<file path="config.mk">
export PLATFORM = sky130hd
export DESIGN_NAME = hamming14_4_encoder
export DESIGN_NICKNAME = d
export VERILOG_FILES = /design/src/rtl/hamming14_4_pkg.sv /design/src/rtl/hamming_cw_fifo.sv /design/src/rtl/hamming14_4_encoder.sv
export SDC_FILE = /design/constraint.sdc
export NUM_CORES = 1
export LEC_CHECK = 0
export BUFFER_PORTS_ARGS = -buffer_cell sky130_fd_sc_hd__buf_4
export CAP_MARGIN = 30
export CORE_MARGIN = 4
export CORE_UTILIZATION = 54
export DETAILED_ROUTE_END_ITERATION = 8
export GPL_ROUTABILITY_DRIVEN = 0
export PLACE_DENSITY = 0.79
export SLEW_MARGIN = 0
export SYNTH_ARGS = -nofsm -noshare
export SYNTH_HDL_FRONTEND = slang
export SYNTH_SLANG_ARGS = --single-unit
export TNS_END_PERCENT = 20
</file>
<file path="constraint.sdc">
create_clock -name clk -period 1.9 [get_ports clk]
set_input_delay 0.475 -clock clk [delete_from_list [all_inputs] [get_ports clk]]
set_output_delay 0.475 -clock clk [all_outputs]
set_load 0.05 [all_outputs]
</file>
<file path="src/rtl/hamming14_4_pkg.sv">
// Shared definitions for the (14,4) SEC code. The syndrome decoder reuses
// calc_parity, so the encoder and decoder cannot drift apart.
package hamming14_4_pkg;

    localparam int DATA_W = 4;
    localparam int PAR_W  = 10;
    localparam int CW_W   = 14;

    typedef logic [CW_W-1:0] cw_t;

    typedef enum logic [1:0] {
        OCC_EMPTY,
        OCC_PARTIAL,
        OCC_FULL
    } occ_state_e;

    function automatic logic [PAR_W-1:0] calc_parity(input logic [DATA_W-1:0] d);
        logic [PAR_W-1:0] p;
        p[0] = d[0];
        p[1] = d[0] ^ d[1];
        p[2] = d[0] ^ d[2];
        p[3] = d[1] ^ d[2];
        p[4] = d[0] ^ d[1] ^ d[2];
        p[5] = d[0] ^ d[3];
        p[6] = d[1] ^ d[3];
        p[7] = d[0] ^ d[1] ^ d[3];
        p[8] = d[2] ^ d[3];
        p[9] = d[0] ^ d[2] ^ d[3];
        return p;
    endfunction

endpackage

</file>
<file path="src/rtl/hamming_cw_fifo.sv">
// Synchronous codeword FIFO with valid/ready on both sides. Ready and valid
// come only from the occupancy counter, so there is no path from pop to push.
module hamming_cw_fifo
    import hamming14_4_pkg::*;
#(
    parameter int FIFO_DEPTH = 2
) (
    input  logic clk,
    input  logic rst_n,
    input  logic i_push_valid,
    output logic o_push_ready,
    input  cw_t  i_push_data,
    output logic o_pop_valid,
    input  logic i_pop_ready,
    output cw_t  o_pop_data
);

    localparam int PTR_W = $clog2(FIFO_DEPTH);
    localparam int OCC_W = $clog2(FIFO_DEPTH + 1);
    localparam logic [OCC_W-1:0] DEPTH_C = OCC_W'(FIFO_DEPTH);

    cw_t              r_mem [FIFO_DEPTH];
    logic [PTR_W-1:0] r_wr_ptr;
    logic [PTR_W-1:0] r_rd_ptr;
    logic [OCC_W-1:0] r_occ;
    occ_state_e       w_state;
    logic             w_push;
    logic             w_pop;

    // NOTE: every always_comb output gets a default first, so no latch can form.
    always_comb begin
        w_state = OCC_PARTIAL;
        if (r_occ == '0) begin
            w_state = OCC_EMPTY;
        end else if (r_occ == DEPTH_C) begin
            w_state = OCC_FULL;
        end
    end

    assign o_push_ready = (w_state != OCC_FULL);
    assign o_pop_valid  = (w_state != OCC_EMPTY);
    assign w_push       = i_push_valid && o_push_ready;
    assign w_pop        = o_pop_valid && i_pop_ready;

    // NOTE: state uses non-blocking assignments; reset is sampled on the clock edge.
    always_ff @(posedge clk) begin
        if (!rst_n) begin
            r_wr_ptr <= '0;
            r_rd_ptr <= '0;
            r_occ    <= '0;
        end else begin
            if (w_push) begin
                r_wr_ptr <= r_wr_ptr + PTR_W'(1);
            end
            if (w_pop) begin
                r_rd_ptr <= r_rd_ptr + PTR_W'(1);
            end
            case ({w_push, w_pop})
                2'b10:   r_occ <= r_occ + OCC_W'(1);
                2'b01:   r_occ <= r_occ - OCC_W'(1);
                default: r_occ <= r_occ;
            endcase
        end
    end

    // NOTE: storage is not reset; occupancy decides validity and the head is
    // masked to zero while empty, so stale entries are never observable.
    always_ff @(posedge clk) begin
        if (w_push) begin
            r_mem[r_wr_ptr] <= i_push_data;
        end
    end

    assign o_pop_data = (w_state == OCC_EMPTY) ? '0 : r_mem[r_rd_ptr];

endmodule

</file>
<file path="src/rtl/hamming14_4_encoder.sv">
// Streaming (14,4) systematic encoder: cx = {d, parity}, buffered in a small FIFO.
// Optional macro HAMMING_ERR_INJ_EN adds single-bit error injection ports.
module hamming14_4_encoder
    import hamming14_4_pkg::*;
#(
    parameter int FIFO_DEPTH = 2,
    parameter int CNT_W      = 16
) (
    input  logic              clk,
    input  logic              rst_n,
    input  logic              in_valid,
    output logic              in_ready,
    input  logic [DATA_W-1:0] in_data,
    output logic              out_valid,
    input  logic              out_ready,
    output logic [CW_W-1:0]   out_cx,
    output logic [CNT_W-1:0]  cw_count
`ifdef HAMMING_ERR_INJ_EN
    ,
    input  logic              inj_en,
    input  logic [3:0]        inj_pos
`endif
);

    cw_t              w_clean_cx;
    cw_t              w_cx;
    logic [CNT_W-1:0] r_cw_count;

    assign w_clean_cx = {in_data, calc_parity(in_data)};

`ifdef HAMMING_ERR_INJ_EN
    cw_t w_flip_mask;

    // Positions 14 and 15 are deliberately "no flip".
    always_comb begin
        w_flip_mask = '0;
        if (inj_en && (inj_pos <= 4'd13)) begin
            w_flip_mask[inj_pos] = 1'b1;
        end
    end

    assign w_cx = w_clean_cx ^ w_flip_mask;
`else
    assign w_cx = w_clean_cx;
`endif

    hamming_cw_fifo #(
        .FIFO_DEPTH (FIFO_DEPTH)
    ) u_fifo (
        .clk          (clk),
        .rst_n        (rst_n),
        .i_push_valid (in_valid),
        .o_push_ready (in_ready),
        .i_push_data  (w_cx),
        .o_pop_valid  (out_valid),
        .i_pop_ready  (out_ready),
        .o_pop_data   (out_cx)
    );

    always_ff @(posedge clk) begin
        if (!rst_n) begin
            r_cw_count <= '0;
        end else if (out_valid && out_ready) begin
            r_cw_count <= r_cw_count + CNT_W'(1);
        end
    end

    assign cw_count = r_cw_count;

endmodule

</file>
==> summary.md <==
| Metric | Value |
|---|---|
| Outcome | `completed` |
| Final nets | `between 200 and 250` |
| PD cells | `1456 mW/mm^2` |
| Post-Syn Instances | `around 170` |
| DRT antenna net count | `0` |
| Min Tclk post-route | `~1.8 ns` |
| Peak VDD IR | `956.1 uV` |
| Net Count, Synth | `approximately 180` |
| Share of cells above drive strength 1 | `about 28%` |
| Die width | `68.81 um` |
| Critical path startpoint category | `register` |
| Worst slew pin tran | `between 0.6 and 0.7 ns` |
| Clock root cell | `clkbuf_8` |
| Row count | `21` |
| Clk_skew | `approximately 0.0046 ns` |
| Yosys warns | `0` |
| Pre-CTS setup slack | `-0.02769 ns` |
| Crit Path Max Fanout | `13` |
| Grt total ovfl | `0` |
| Wirelength per Cell | `14.35 um` |
| Post-DP HPWL | `between 2000 and 3000 um` |
| Die Y | `68.81 um` |
| P_leak | `0.0009657 uW` |
| Final Slew Violations | `0` |
| Die area | `roughly 0.0047 mm^2` |
| Core Footprint | `0.003442 mm^2` |
| CTS H-tree lvls | `2` |
| FMAX | `~550 MHz` |
| Vias | `1377` |
| Clock Latency Late Sink | `approximately 0.29 ns` |
| Grt met2 use | `between 30% and 40%` |
| Most Used Layer, Global Route | `met2` |
| Final hold violation count | `0` |
| Worst Path Required | `roughly 1.4 ns` |
| Pin count of the biggest net entering global routing | `22` |
| WS Path Type | `register to primary output` |
| Area delta synth->final | `23.93%` |
| Worst-path clk slew | `around 0.090 ns` |
| Crit share post-route | `between 90% and 100%` |
| Yosys reg bits | `47` |
| Layout Utilization | `around 70%` |
| Post-synthesis sequential area ratio | `approximately three fifths` |
| Slew headroom | `between 50% and 60%` |
| TritonCTS clock tree | `yes` |
| Top-Level Pins | `40` |
| Gr usage total | `17.64%` |
| Initial core utilization | `around three fifths` |
| Setup Viol. Count Final | `0` |
| Router iterations before antenna repair | `6` |
| Post-Syn Area | `between 0.0015 and 0.002 mm^2` |
| DRT Wirelength | `~3800 um` |
| I/O Buffers | `39` |
| Met3 Use GR | `under 10%` |
| Mapped Avg Cell Area | `11.68 um^2` |
| GR Util met1 | `roughly a fifth` |
| RSZ-0062 raised after global routing | `no` |
| Sink Count | `47` |
| Crit end category | `primary output` |
| Vias in the first global route | `1341` |
| Initial antenna violation count | `0` |
| DRC violations left | `0` |
| Initial DRC Count | `37` |
| Yosys cell types | `29` |
| Max Cap Viol | `0` |
| Post-DR vias/cell | `roughly 5.3` |
| Num CTS Buffers | `5` |
| First-pass GRT wire length | `6141 um` |
| Worst Hold Class | `primary input to register` |
| Final setup margin | `between 0.07 and 0.08 ns` |
| Crit path DAT | `~1.4 ns` |
| # diodes | `0` |
| Max Buffers Root-to-Sink | `2` |
==> synthesized netlist by cell type, drive strengths merged <==
library cell / instances / area (um^2)
nor4: 1 / 6.260
nand3: 1 / 5.000
or2b: 1 / 7.510
buf: 3 / 20.01
nor4b: 1 / 8.760
or2: 1 / 8.760
clkbuf: 6 / 22.52
o21ai: 3 / 15.01
nor2: 32 / 120.1
nor3: 2 / 10.01
o211ai: 1 / 12.51
xnor2: 11 / 96.34
mux2i: 14 / 140.1
and4: 2 / 17.52
ha: 2 / 25.02
nand4: 4 / 25.02
or4: 1 / 7.510
nand2: 8 / 30.03
xor2: 14 / 122.6
or3: 3 / 18.77
inv: 3 / 11.26
edfxtp: 26 / 780.8
dfxtp: 21 / 420.4
a21oi: 4 / 20.02
o31ai: 1 / 7.510
o2111a: 1 / 11.26
and3: 3 / 18.77
o21a: 1 / 7.510
==> flip-flops by register name (all words and copies together) (netlist names), named ones only <==
name             count
u_fifo.r_wr_ptr      1
cw_count            16
u_fifo.r_occ         2
u_fifo.r_mem        26
u_fifo.r_rd_ptr      1
==> layer usage <==
| metal | part of all wire (%) | vias up |
|---|---|---|
| met5 | 0 | - |
| met4 | 0.21 | 0 |
| met3 | 6.6 | 2 |
| met2 | 53 | 50 |
| met1 | 40 | 644 |
| li1 | - | 681 |
==> layout by cell type (no fill, tap or decap), types with 2 or more instances in the layout <==
| master | count |
|---|---|
| o21ai_0 | 3 |
| edfxtp_1 | 26 |
| xor2_1 | 14 |
| nor2_1 | 29 |
| dfxtp_1 | 20 |
| nand4_1 | 4 |
| nor2_4 | 2 |
| and4_1 | 2 |
| mux2i_1 | 13 |
| and3_1 | 3 |
| ha_1 | 2 |
| xnor2_1 | 11 |
| a21oi_1 | 4 |
| or3_1 | 3 |
| inv_1 | 3 |
| nand2_1 | 7 |
| nor3_1 | 2 |
| buf_4 | 45 |
| clkbuf_8 | 5 |
==> worst max-delay path, stage by stage, from the launching register on <==
cell and delay, ns:
dfxtp_1 0.33, buf_6 0.19, mux2i_2 0.29, nor2_4 0.05, buf_4 0.20
==> kinds of logic (layout without fill, tap and decap cells) <==
family,after synthesis,in the layout,synth area share (%)
flip-flops,47,47,60.15
buffers and inverters,12,57,2.694
multiplexers,14,14,7.017
adder cells (fa/ha/maj),2,2,1.253
XOR/XNOR,25,25,10.96
AND/OR/NAND/NOR,60,60,14.22
AO/OA/AOI/OAI,11,11,3.697
==> final cells by class <==
cell class / instances / area (um^2)
Timing Repair Buffer: 46 / 349.1
Fill cell: 244 / 967.2
Inverter: 3 / 11.26
Multi-Input combinational cell: 112 / 765.7
Tap cell: 46 / 57.56
Clock inverter: 3 / 20.02
Sequential cell: 47 / 1202
Clock buffer: 5 / 68.82
==> metrics by stage <==
step	total power [uW]	cell area [um^2]	std cells	hold slack [ns]	setup TNS (ns)
after floorplan	2565	2007	171	0.4813	-0.9363
after global placement	2966	2367	254	0.4654	0
after detailed placement	3019	2367	254	0.4874	-0.03666
after CTS	3607	2464	262	0.4040	0
after global routing	3793	2475	262	0.4076	0
final	3602	2475	262	0.4114	0
==> timing repair <==
action / 4_1_cts / 5_1_grt
buffers inserted: 0 / 0
hold buffers: 0 / 0
setup endpoints to repair: 15 / 4
gates resized for setup: 2 / 4
==> worst paths after layout <==
path / start / endpoint / slack (ns) / cells after the start
max: register / out_cx[10] / 0.07 / 4
min: in_data[1] / u_fifo.r_mem[1][11]$_DFFE_PP_ / 0.41 / 1
max reg2reg: u_fifo.r_occ[1]$_SDFFE_PN0P_ / u_fifo.r_occ[1]$_SDFFE_PN0P_ / 0.14 / 6
min reg2reg: cw_count[15]$_SDFFE_PN0P_ / cw_count[15]$_SDFFE_PN0P_ / 0.49 / 2
==> where the power goes <==
part	switching [uW]	internal, uW
combinational	1160	535
clock	324	257
sequential	74.8	1250
total	1560	2040
(Power assumes the default switching activity.)
